**config.mk**
```make
export PLATFORM = sky130hd
export DESIGN_NAME = jtag_tap_ctrl_flat
export DESIGN_NICKNAME = d
export VERILOG_FILES = /design/src/rtl/jtag_tap_ctrl_if.sv /design/src/rtl/jtag_tap_ctrl.sv /design/src/flat_wrapper.sv
export SDC_FILE = /design/constraint.sdc
export NUM_CORES = 1
export LEC_CHECK = 0
export ABC_AREA = 1
export CAP_MARGIN = 0
export CORE_UTILIZATION = 45
export DETAILED_ROUTE_END_ITERATION = 16
export PLACE_DENSITY_LB_ADDON = 0.12
export SYNTH_ARGS = -nofsm -noshare
export SYNTH_HDL_FRONTEND = slang
export SYNTH_SLANG_ARGS = --single-unit
export TNS_END_PERCENT = 5
```
**constraint.sdc**
```tcl
create_clock -name TCK -period 1.8 [get_ports TCK]
set_clock_uncertainty 0.05 [all_clocks]
set_input_delay 0.54 -clock TCK [delete_from_list [all_inputs] [get_ports TCK]]
set_output_delay 0.54 -clock TCK [all_outputs]
set_load 0.01 [all_outputs]
```
**src/rtl/jtag_tap_ctrl_if.sv**
```systemverilog
// JTAG TAP pins plus the BIST-facing side-band signals of the TAP controller.
// The master modport is the tester/driver side; the slave modport is the TAP.
interface jtag_tap_ctrl_if #(
    parameter int BSR_WIDTH    = 10,
    parameter int STATUS_WIDTH = 16
);
    logic                    TMS;
    logic                    TDI;
    logic                    TDO;
    logic                    TDO_EN;
    logic                    TLR;
    logic                    UPDATEDR;
    logic                    CAPTUREDR;
    logic                    RUNBIST_SELECT;
    logic                    GETTEST_SELECT;
    logic [BSR_WIDTH-1:0]    BSR;
    logic [STATUS_WIDTH-1:0] BIST_STATUS;

    modport master (
        output TMS, TDI, BIST_STATUS,
        input  TDO, TDO_EN, TLR, UPDATEDR, CAPTUREDR,
               RUNBIST_SELECT, GETTEST_SELECT, BSR
    );

    modport slave (
        input  TMS, TDI, BIST_STATUS,
        output TDO, TDO_EN, TLR, UPDATEDR, CAPTUREDR,
               RUNBIST_SELECT, GETTEST_SELECT, BSR
    );
endinterface

```
**src/rtl/jtag_tap_ctrl.sv**
```systemverilog
// IEEE 1149.1-style TAP controller for the BIST block: 16-state FSM,
// instruction register, IDCODE/GETTEST/STATUS/bypass data chains and the
// BSR parallel update register. TDO is launched on the falling TCK edge.
module jtag_tap_ctrl #(
    parameter int                     IR_WIDTH     = 4,
    parameter int                     BSR_WIDTH    = 10,
    parameter int                     STATUS_WIDTH = 16,
    parameter logic [31:0]            IDCODE_VAL   = 32'h1BEEF0A1,
    parameter logic [IR_WIDTH-1:0]    OP_IDCODE    = 4'h1,
    parameter logic [IR_WIDTH-1:0]    OP_GETTEST   = 4'h8,
    parameter logic [IR_WIDTH-1:0]    OP_RUNBIST   = 4'h9,
    parameter logic [IR_WIDTH-1:0]    OP_STATUS    = 4'hA,
    parameter logic [IR_WIDTH-1:0]    OP_BYPASS    = 4'hF
) (
    input  logic                 TCK,
    input  logic                 TRST,
    jtag_tap_ctrl_if.slave       bus
);

    // Value presented by the IR chain in Capture-IR (LSB=1 as 1149.1 requires)
    localparam logic [IR_WIDTH-1:0] IR_CAPTURE = {{(IR_WIDTH-1){1'b0}}, 1'b1};

    typedef enum logic [3:0] {
        ST_TLR, ST_RTI,
        ST_SEL_DR, ST_CAP_DR, ST_SH_DR, ST_EX1_DR, ST_PA_DR, ST_EX2_DR, ST_UPD_DR,
        ST_SEL_IR, ST_CAP_IR, ST_SH_IR, ST_EX1_IR, ST_PA_IR, ST_EX2_IR, ST_UPD_IR
    } tap_state_t;

    tap_state_t              state, next_state;
    logic [IR_WIDTH-1:0]     ir, ir_sr;
    logic [31:0]             id_sr;
    logic [BSR_WIDTH-1:0]    gt_sr, bsr;
    logic [STATUS_WIDTH-1:0] st_sr;
    logic                    byp_sr;
    logic                    tdo, tdo_en;
    logic                    tlr, updatedr, capturedr, cap_ir, sh_ir, upd_ir, sh_dr;
    logic                    sel_id, sel_gt, sel_st;
    logic                    dr_lsb;

    // State register; TRST forces Test-Logic-Reset immediately
    always_ff @(posedge TCK or negedge TRST) begin
        if (!TRST) state <= ST_TLR;
        else       state <= next_state;
    end

    // Standard 1149.1 transition table on TMS
    always_comb begin
        next_state = state;
        unique case (state)
            ST_TLR:    next_state = bus.TMS ? ST_TLR    : ST_RTI;
            ST_RTI:    next_state = bus.TMS ? ST_SEL_DR : ST_RTI;
            ST_SEL_DR: next_state = bus.TMS ? ST_SEL_IR : ST_CAP_DR;
            ST_CAP_DR: next_state = bus.TMS ? ST_EX1_DR : ST_SH_DR;
            ST_SH_DR:  next_state = bus.TMS ? ST_EX1_DR : ST_SH_DR;
            ST_EX1_DR: next_state = bus.TMS ? ST_UPD_DR : ST_PA_DR;
            ST_PA_DR:  next_state = bus.TMS ? ST_EX2_DR : ST_PA_DR;
            ST_EX2_DR: next_state = bus.TMS ? ST_UPD_DR : ST_SH_DR;
            ST_UPD_DR: next_state = bus.TMS ? ST_SEL_DR : ST_RTI;
            ST_SEL_IR: next_state = bus.TMS ? ST_TLR    : ST_CAP_IR;
            ST_CAP_IR: next_state = bus.TMS ? ST_EX1_IR : ST_SH_IR;
            ST_SH_IR:  next_state = bus.TMS ? ST_EX1_IR : ST_SH_IR;
            ST_EX1_IR: next_state = bus.TMS ? ST_UPD_IR : ST_PA_IR;
            ST_PA_IR:  next_state = bus.TMS ? ST_EX2_IR : ST_PA_IR;
            ST_EX2_IR: next_state = bus.TMS ? ST_UPD_IR : ST_SH_IR;
            ST_UPD_IR: next_state = bus.TMS ? ST_SEL_DR : ST_RTI;
            default:   next_state = ST_TLR;
        endcase
    end

    // State-decoded strobes, taken from the register only so they never glitch on TMS
    always_comb begin
        tlr       = (state == ST_TLR);
        updatedr  = (state == ST_UPD_DR);
        capturedr = (state == ST_CAP_DR);
        sh_dr     = (state == ST_SH_DR);
        cap_ir    = (state == ST_CAP_IR);
        sh_ir     = (state == ST_SH_IR);
        upd_ir    = (state == ST_UPD_IR);
    end

    // Data-register select from the active instruction; unknown opcodes fall to bypass
    always_comb begin
        sel_id = (ir == OP_IDCODE);
        sel_gt = (ir == OP_GETTEST);
        sel_st = (ir == OP_STATUS);
        dr_lsb = byp_sr;
        if (sel_id)      dr_lsb = id_sr[0];
        else if (sel_gt) dr_lsb = gt_sr[0];
        else if (sel_st) dr_lsb = st_sr[0];
    end

    // Instruction register and its shift chain; IR only changes in Update-IR or TLR
    always_ff @(posedge TCK or negedge TRST) begin
        if (!TRST) begin
            ir    <= OP_IDCODE;
            ir_sr <= '0;
        end else begin
            if (cap_ir)     ir_sr <= IR_CAPTURE;
            else if (sh_ir) ir_sr <= {bus.TDI, ir_sr[IR_WIDTH-1:1]};
            if (next_state == ST_TLR) ir <= OP_IDCODE;
            else if (upd_ir)          ir <= ir_sr;
        end
    end

    // Data chains: only the selected chain captures or shifts; Pause/Exit hold contents
    always_ff @(posedge TCK or negedge TRST) begin
        if (!TRST) begin
            id_sr  <= '0;
            gt_sr  <= '0;
            st_sr  <= '0;
            byp_sr <= 1'b0;
        end else if (capturedr) begin
            if (sel_id)      id_sr  <= IDCODE_VAL;
            else if (sel_gt) gt_sr  <= bsr;
            else if (sel_st) st_sr  <= bus.BIST_STATUS;
            else             byp_sr <= 1'b0;
        end else if (sh_dr) begin
            if (sel_id)      id_sr  <= {bus.TDI, id_sr[31:1]};
            else if (sel_gt) gt_sr  <= {bus.TDI, gt_sr[BSR_WIDTH-1:1]};
            else if (sel_st) st_sr  <= {bus.TDI, st_sr[STATUS_WIDTH-1:1]};
            else             byp_sr <= bus.TDI;
        end
    end

    // BSR loads on the edge entering Update-DR so it is already valid for the whole pulse
    always_ff @(posedge TCK or negedge TRST) begin
        if (!TRST)                                           bsr <= '0;
        else if (next_state == ST_UPD_DR && ir == OP_GETTEST) bsr <= gt_sr;
    end

    // TDO/TDO_EN launched on falling TCK so the tester samples a stable bit on the rising edge
    always_ff @(negedge TCK or negedge TRST) begin
        if (!TRST) begin
            tdo    <= 1'b0;
            tdo_en <= 1'b0;
        end else if (sh_ir) begin
            tdo    <= ir_sr[0];
            tdo_en <= 1'b1;
        end else if (sh_dr) begin
            tdo    <= dr_lsb;
            tdo_en <= 1'b1;
        end else begin
            tdo    <= 1'b0;
            tdo_en <= 1'b0;
        end
    end

    assign bus.TDO            = tdo;
    assign bus.TDO_EN         = tdo_en;
    assign bus.TLR            = tlr;
    assign bus.UPDATEDR       = updatedr;
    assign bus.CAPTUREDR      = capturedr;
    assign bus.RUNBIST_SELECT = (ir == OP_RUNBIST);
    assign bus.GETTEST_SELECT = sel_gt;
    assign bus.BSR            = bsr;

endmodule

```
**src/flat_wrapper.sv**
```systemverilog
// flat-port wrapper written by rule: the top's interface ports become plain ports
module jtag_tap_ctrl_flat 
#(
    parameter int                     IR_WIDTH     = 4,
    parameter int                     BSR_WIDTH    = 10,
    parameter int                     STATUS_WIDTH = 16,
    parameter logic [31:0]            IDCODE_VAL   = 32'h1BEEF0A1,
    parameter logic [IR_WIDTH-1:0]    OP_IDCODE    = 4'h1,
    parameter logic [IR_WIDTH-1:0]    OP_GETTEST   = 4'h8,
    parameter logic [IR_WIDTH-1:0]    OP_RUNBIST   = 4'h9,
    parameter logic [IR_WIDTH-1:0]    OP_STATUS    = 4'hA,
    parameter logic [IR_WIDTH-1:0]    OP_BYPASS    = 4'hF
)
  (TCK, TRST, bus_TMS, bus_TDI, bus_BIST_STATUS, bus_TDO, bus_TDO_EN, bus_TLR, bus_UPDATEDR, bus_CAPTUREDR, bus_RUNBIST_SELECT, bus_GETTEST_SELECT, bus_BSR);
  jtag_tap_ctrl_if #(.BSR_WIDTH(BSR_WIDTH), .STATUS_WIDTH(STATUS_WIDTH)) bus_i ();
  input  logic TCK;
  input  logic TRST;
  input wire logic [$bits(bus_i.TMS)-1:0] bus_TMS;
  input wire logic [$bits(bus_i.TDI)-1:0] bus_TDI;
  input wire logic [$bits(bus_i.BIST_STATUS)-1:0] bus_BIST_STATUS;
  output wire logic [$bits(bus_i.TDO)-1:0] bus_TDO;
  output wire logic [$bits(bus_i.TDO_EN)-1:0] bus_TDO_EN;
  output wire logic [$bits(bus_i.TLR)-1:0] bus_TLR;
  output wire logic [$bits(bus_i.UPDATEDR)-1:0] bus_UPDATEDR;
  output wire logic [$bits(bus_i.CAPTUREDR)-1:0] bus_CAPTUREDR;
  output wire logic [$bits(bus_i.RUNBIST_SELECT)-1:0] bus_RUNBIST_SELECT;
  output wire logic [$bits(bus_i.GETTEST_SELECT)-1:0] bus_GETTEST_SELECT;
  output wire logic [$bits(bus_i.BSR)-1:0] bus_BSR;
  assign bus_i.TMS = bus_TMS;
  assign bus_i.TDI = bus_TDI;
  assign bus_i.BIST_STATUS = bus_BIST_STATUS;
  assign bus_TDO = bus_i.TDO;
  assign bus_TDO_EN = bus_i.TDO_EN;
  assign bus_TLR = bus_i.TLR;
  assign bus_UPDATEDR = bus_i.UPDATEDR;
  assign bus_CAPTUREDR = bus_i.CAPTUREDR;
  assign bus_RUNBIST_SELECT = bus_i.RUNBIST_SELECT;
  assign bus_GETTEST_SELECT = bus_i.GETTEST_SELECT;
  assign bus_BSR = bus_i.BSR;
  jtag_tap_ctrl #(.IR_WIDTH(IR_WIDTH), .BSR_WIDTH(BSR_WIDTH), .STATUS_WIDTH(STATUS_WIDTH), .IDCODE_VAL(IDCODE_VAL), .OP_IDCODE(OP_IDCODE), .OP_GETTEST(OP_GETTEST), .OP_RUNBIST(OP_RUNBIST), .OP_STATUS(OP_STATUS), .OP_BYPASS(OP_BYPASS)) u_core (.TCK(TCK), .TRST(TRST), .bus(bus_i));
endmodule
```
==> reports/qor.yml, run 1 <==
status:
  status: "complete, but fails checks"
  violations: "negative setup slack"
power_and_ir_drop:
  p_leak_nw: 2.50
  p_total_mw: 6.66
  vdd_drop_max_mv: 0.862
  p_per_area_nw_per_um2: 1340
worst_setup_path:
  critPathMaxFanout: 1
  cp-end-kind: "primary output"
  crit_slowest_cell: "dfrtn_1"
  cp_top_family: "flip-flops"
  crit_buf_inv: 1
  worst_path_largest_cell_delay_ns: 0.38
  worst-setup-path-type: "flip-flop to primary output"
  cp-start-kind: "flip-flop"
  arrival_ns: 1.73
  path_cells: "buf_2"
  cp.required_ns: 1.21
placed_design:
  port_buffers: 36
  place_congestion: 0.869
  dpl.hpwl_mm: 5.75
timing:
  hold_violations: 0
  setup_viol: 22
  slew-limit-headroom_pct: 71.1
  finalWorstSetupSlack_ns: -0.525
  slew_violations: 0
  worst_pin_slew_ns: 0.433
  rsz0062_at_grt: "yes"
drt:
  viasPerCell: 5.03
  finalWirelength_mm: 8.53
  vias: 3245
  drt_iter0_drc: 115
  first_pass_iters: 5
  antenna_left: 0
  wl_per_cell_um: 13.2
  drc_errors: 0
flow_run:
  maxCapViolations: 0
floorplanning:
  die_w_um: 94.3
  ioPinCount: 37
  die_area_sq_um: 8890
  rows: 33
  core_region_area_sq_um: 8220
  start_util_pct: 46.6
  die_y_um: 94.3
global_route:
  grt_pass1_vias: 3194
  grt_overflow: 0
  grt_max_degree: 74
  grt_pass1_wl_mm: 14.7
  grt.total_usage_pct: 21.6
  antenna_found_initial: 0
cts:
  clk_pin_slew_ns: 0.08
  cts_root_buf: "clkbuf_8"
  clockBufferDepth: 2
  numCtsBuffers: 9
  cts.sinks: 83
  tritoncts: "yes"
  htree_levels: 3
  insertion_delay_ns: 0.35
logic_synthesis:
  synth_edf_count: 0
  ys.warnings.count: 0
  synth_common_cells: "nand2_1 (123), dfrtp_1 (80), nor2_1 (50), inv_1 (39), nand3_1 (28)"
  yosys-top-cells-area: "dfrtp_1 (52%), nand2_1 (12%), nor2_1 (4.9%), a31oi_1 (4.2%), inv_1 (3.8%)"
  netlist_area_sq_um: 3830
  ys_ff_latch: 83
  async_flop_share_pct: 100
  synth_top_area_share_pct: 52.3
  ys_types: 32
  yosys.area.top_type: "dfrtp_1"
  synth.yosys.seq_area_share_pct: 54.2
  syn-instance-count: 453
  syn_avg_cell_area_sq_um: 8.46
  synthFlopType: "dfrtp_1"
  synthMostInstantiatedCell: "nand2_1"
  synth_nets: 473
worst_hold_path:
  hold_path_class: "flip-flop to flip-flop"
cells_and_area:
  antenna_cells: 0
  fin_util_pct: 60.6
  fill_cells: 738
  final_layout_size_suffix_gt1_share_pct: 23.0
  nets: 555
  area_growth_pct: 30.0
  seq_area_sq_um: 2080
  multiInputGateArea_sq_um: 1530
## through the flow
step                      area (sq um)  hold slack (ns)  setup TNS [ns]  cells  setup slack, ns
after floorplan                   3850            0.194          -0.642    453           -0.371
after global placement            4640            0.350           -7.87    624           -0.580
after detailed placement          4640            0.351           -7.94    624           -0.584
after CTS                         4900            0.444           -4.00    641           -0.539
after global routing              4980            0.462          -10.71    645           -0.582
final                             4980            0.439           -4.67    645           -0.525
## cell type report
class	count	area share, %
well taps	105	2.64
multi-input cells	300	30.7
inverters	51	3.94
repair buffers	90	16.3
flip-flops and latches	83	41.8
clock buffers	10	2.76
clock inverters	6	1.88
## final timing paths
path / startpoint / endpoint / slack [ns] / depth (start not counted)
setup / recovery: u_core.bus.TDO$_DFF_NN0_ / bus_TDO / -0.52 / 1
hold / removal: u_core.id_sr[18]$_DFFE_PN0P_ / u_core.id_sr[18]$_DFFE_PN0P_ / 0.44 / 2
setup reg to reg: u_core.ir[0]$_DFFE_PN1P_ / u_core.bus.TDO$_DFF_NN0_ / -0.39 / 5
hold reg to reg: u_core.id_sr[18]$_DFFE_PN0P_ / u_core.id_sr[18]$_DFFE_PN0P_ / 0.44 / 2
max in group asynchronous: TRST / u_core.bus.TDO$_DFF_NN0_ / 0.18 / 2
min in group asynchronous: TRST / u_core.ir[3]$_DFFE_PN0P_ / 0.52 / 2
## flip-flops by register name, indices dropped and copies added, names as in the netlist
register	count
u_core.id_sr	32
u_core.st_sr	16
u_core.bus.BSR	10
u_core.gt_sr	10
u_core.ir	4
u_core.ir_sr	4
u_core.state	4
u_core.bus.TDO	1
u_core.bus.TDO_EN	1
u_core.byp_sr	1
## placed cells by master (no fill, tap or decap), types with 3 or more instances in the layout
cell type and count:
o21ai_0 19, nor2_1 47, buf_4 43, nand2_1 119
clkdlybuf4s50_1 19, o21ai_1 5, a31oi_1 26, inv_2 10
inv_1 38, buf_6 9, nand2_2 10, o221ai_1 5
nor2_2 5, nand3_1 27, o22ai_1 11, nor2_4 6
dfrtp_1 78, inv_6 3, clkbuf_8 10, dlygate4sd2_1 10
buf_12 4, buf_2 4, a21oi_1 4, nand2_4 3
nand3_2 3
## worst min-delay path: cells and delay by family, from the launching register on
family,cells,cell delay [ns]
DFF,1,0.35
and+or+nand+nor,2,0.11
## power breakdown
group          switching, mW  internal (mW)  total [mW]
registers              0.187           2.30        2.49
clock network          0.698          0.834        1.53
logic                   1.54           1.10        2.64
total                   2.43           4.23        6.66
## metal layers
metal	vias up	GRT usage, %	routed length (um)	share of wire [%]
met2	71	35.6	4150	49
met3	12	4.45	379	4.4
met4	0	7.44	120	1.4
met5	-	0	0	0
li1	1632	-	-	-
met1	1530	28.1	3870	45
## repair_timing
action,CTS,global route
setup buffers,0,4
pin swaps,2,5
endpoints found under the hold margin,7,0
resized for setup,41,21
endpoints found under the setup margin,32,75
hold buffers,1,0
## kinds of logic (layout without fill, tap and decap cells)
group                  after synthesis  in the layout  synth area share (%)
AOI/OAI and AO/OA                   73             73                  11.5
buffers and inverters               70            157                  7.77
DFF                                 83             83                  54.2
and+or+nand+nor                    227            227                  26.5
No activity file was read; power rests on OpenSTA's default activity.
==> inputs of run 2 (changes only) <==
PLACE_DENSITY_LB_ADDON = 0.05   (was 0.12)
==> run 2 against run 1 <==
  * The run still ends with negative setup slack left
  * Register-to-register slack improved by 0.02 ns
  * Sequential share of layout area rose by 0.96 points
  * Power fell by 3.5%
  * Core utilization fell by 1.4 points
  * Wire length fell by 1.1%
  * Critical endpoint is now bus_TDO_EN
  * Largest power group is now registers
==> reports/qor.yml, run 2 (synthesis gave the netlist of run 1 again) <==
cts:
  clk_pin_slew_ns: 0.09  # about the same
  tritoncts: "yes"
  insertion_delay_ns: 0.36  # about the same
  numCtsBuffers: 9  # unchanged
  cts.sinks: 83  # unchanged
  cts_root_buf: "clkbuf_8"
  cts_setup_buffers: 0  # unchanged
  clockBufferDepth: 2  # unchanged
  htree_levels: 3  # unchanged
global_route:
  grt.total_usage_pct: 21.5  # -0.071 points
  grt_overflow: 0  # unchanged
  grt_max_degree: 82  # +11%
  antenna_found_initial: 0  # unchanged
  grt_pass1_wl_mm: 14.5  # -1.9%
  grt_pass1_vias: 3093  # -3.2%
drt:
  drt_iter0_drc: 111  # -3.5%
  viasPerCell: 5.03  # about the same
  drc_errors: 0  # unchanged
  first_pass_iters: 4  # -1
  vias: 3188  # -1.8%
  finalWirelength_mm: 8.43  # -1.1%
  wl_per_cell_um: 13.3  # +0.61%
  antenna_left: 0  # unchanged
worst_setup_path:
  crit_slowest_cell: "dfrtn_1"
  cp_num_cells: 1  # unchanged
  cp_top_family: "flip-flops"
  crit_buf_inv: 1  # unchanged
  reg2regPathDepth: 6  # +1
  path_cells: "buf_2"
  worst-setup-path-type: "flip-flop to primary output"
  worst_path_largest_cell_delay_ns: 0.39  # about the same
  r2r_slack_ns: -0.37  # +0.02 ns
  arrival_ns: 1.75  # +0.02 ns
  critPathMaxFanout: 1  # unchanged
  cp-end-kind: "primary output"
  cp-start-kind: "flip-flop"
  cp.required_ns: 1.21  # about the same
floorplanning:
  start_util_pct: 46.6  # unchanged
  die_y_um: 94.3  # unchanged
  ioPinCount: 37  # unchanged
  rows: 33  # unchanged
  die_w_um: 94.3  # unchanged
  core_region_area_sq_um: 8220  # unchanged
  die_area_sq_um: 8890  # unchanged
timing:
  worst_pin_slew_ns: 0.435  # +0.00249 ns
  slew_violations: 0  # unchanged
  hold_violations: 0  # unchanged
  setup_viol: 22  # unchanged
  finalWorstSetupSlack_ns: -0.538  # -0.0135 ns
  rsz0062_at_grt: "yes"
  slew-limit-headroom_pct: 71.0  # -0.17 points
  whs_ns: 0.166  # -0.272 ns
cells_and_area:
  fin_util_pct: 59.2  # -1.4 points
  reg_top3: "u_core.id_sr: 32 flops, u_core.st_sr: 16 flops"
  final_layout_size_suffix_gt1_share_pct: 21.2  # -1.8 points
  finalInstanceArea_sq_um: 4860  # -2.4%
  area_growth_pct: 27.0
  mostFrequentLayoutCells: "nand2_1 (120), dfrtp_1 (80), nor2_1 (46)"
  largest_reg_flops: 32  # unchanged
  nets: 544  # -2.0%
  final_common_cell: "nand2_1"
  top_register: "u_core.id_sr"
  antenna_cells: 0  # unchanged
placed_design:
  postPlaceCellArea_sq_um: 4600  # -0.97%
  dpl.hpwl_mm: 5.63  # -2.1%
  place_congestion: 0.878  # +1.0%
  port_buffers: 36  # unchanged
power_and_ir_drop:
  p_leak_nw: 2.43  # -2.6%
  p_per_area_nw_per_um2: 1320  # -1.2%
  p_total_mw: 6.43  # -3.5%
  vdd_drop_max_mv: 0.713  # -17%
status:
  status: "complete, but fails checks"
  violations: "negative setup slack"
flow_run:
  maxCapViolations: 0  # unchanged
worst_hold_path:
  hold_path_class: "input pin to asynchronous set/reset pin"
run 2: cell types whose count changed in the layout (fill, tap and decap cells not counted), sizes merged:
| cell | before | now |
|---|---|---|
| buf | 60 | 49 |
| clkbuf | 10 | 12 |
| inv | 53 | 51 |
| clkdlybuf4s15 | 0 | 1 |
| clkdlybuf4s50 | 19 | 18 |
| clkinvlp | 1 | 2 |
| dlygate4sd3 | 1 | 0 |
run 2: worst paths after layout:
check / startpoint / endpoint
max in group asynchronous: TRST / u_core.bus.TDO_EN$_DFF_NN0_
setup reg to reg: u_core.ir[2]$_DFFE_PN0P_ / u_core.bus.TDO$_DFF_NN0_
hold / removal: TRST / u_core.ir_sr[1]$_DFFE_PN0N_
min in group TCK: u_core.id_sr[28]$_DFFE_PN0P_ / u_core.id_sr[28]$_DFFE_PN0P_
setup / recovery: u_core.bus.TDO_EN$_DFF_NN0_ / bus_TDO_EN
hold reg to reg: u_core.id_sr[28]$_DFFE_PN0P_ / u_core.id_sr[28]$_DFFE_PN0P_
run 2: repair_timing:
item                                    CTS  global route
hold buffers                              0             0
gates resized for setup                  40            17
pin swaps                                 2             5
endpoints found under the setup margin   32            65
run 2: worst reg2reg max path: cells and delay by family, from the launching register on:
| kind | cells | cell delay [ns] |
|---|---|---|
| AO/OA/AOI/OAI | 1 | 0.18 |
| buffers and inverters | 2 | 0.14 |
| flip-flops | 1 | 0.39 |
| AND/OR/NAND/NOR | 3 | 0.34 |
run 2: per-stage QoR:
stage	instances	worst slack [ns]	setup TNS [ns]
after floorplan	453	-0.371	-0.642
after global placement	618	-0.581	-7.46
after detailed placement	618	-0.590	-7.79
after CTS	634	-0.557	-3.47
after global routing	634	-0.561	-7.22
final	634	-0.538	-2.60
run 2: layer usage:
layer  vias to the layer above  track usage [%]  part of all wire (%)
met2                        35             34.7                    48
met5                         -                0                     0
li1                       1606                -                     -
met1                      1541             28.5                    48
met4                         0             7.95                   1.2
met3                         6             4.45                   2.5
run 2: report_power, final:
part           internal (mW)  switching [mW]  total [mW]  leakage (nW)
Sequential              2.30           0.179        2.47          1.02
Combinational          0.949            1.52        2.47          1.31
Clock                  0.792           0.688        1.48         0.102
Total                   4.04            2.39        6.43          2.43
run 2: cell type report:
cell class	count	area, sq um
clock buffer	11	131
clock inverter	5	86.3
fill	766	3350
inverter	51	194
multi-input combinational	300	1540
sequential	83	2080
tap	105	131
timing repair buffer	79	707
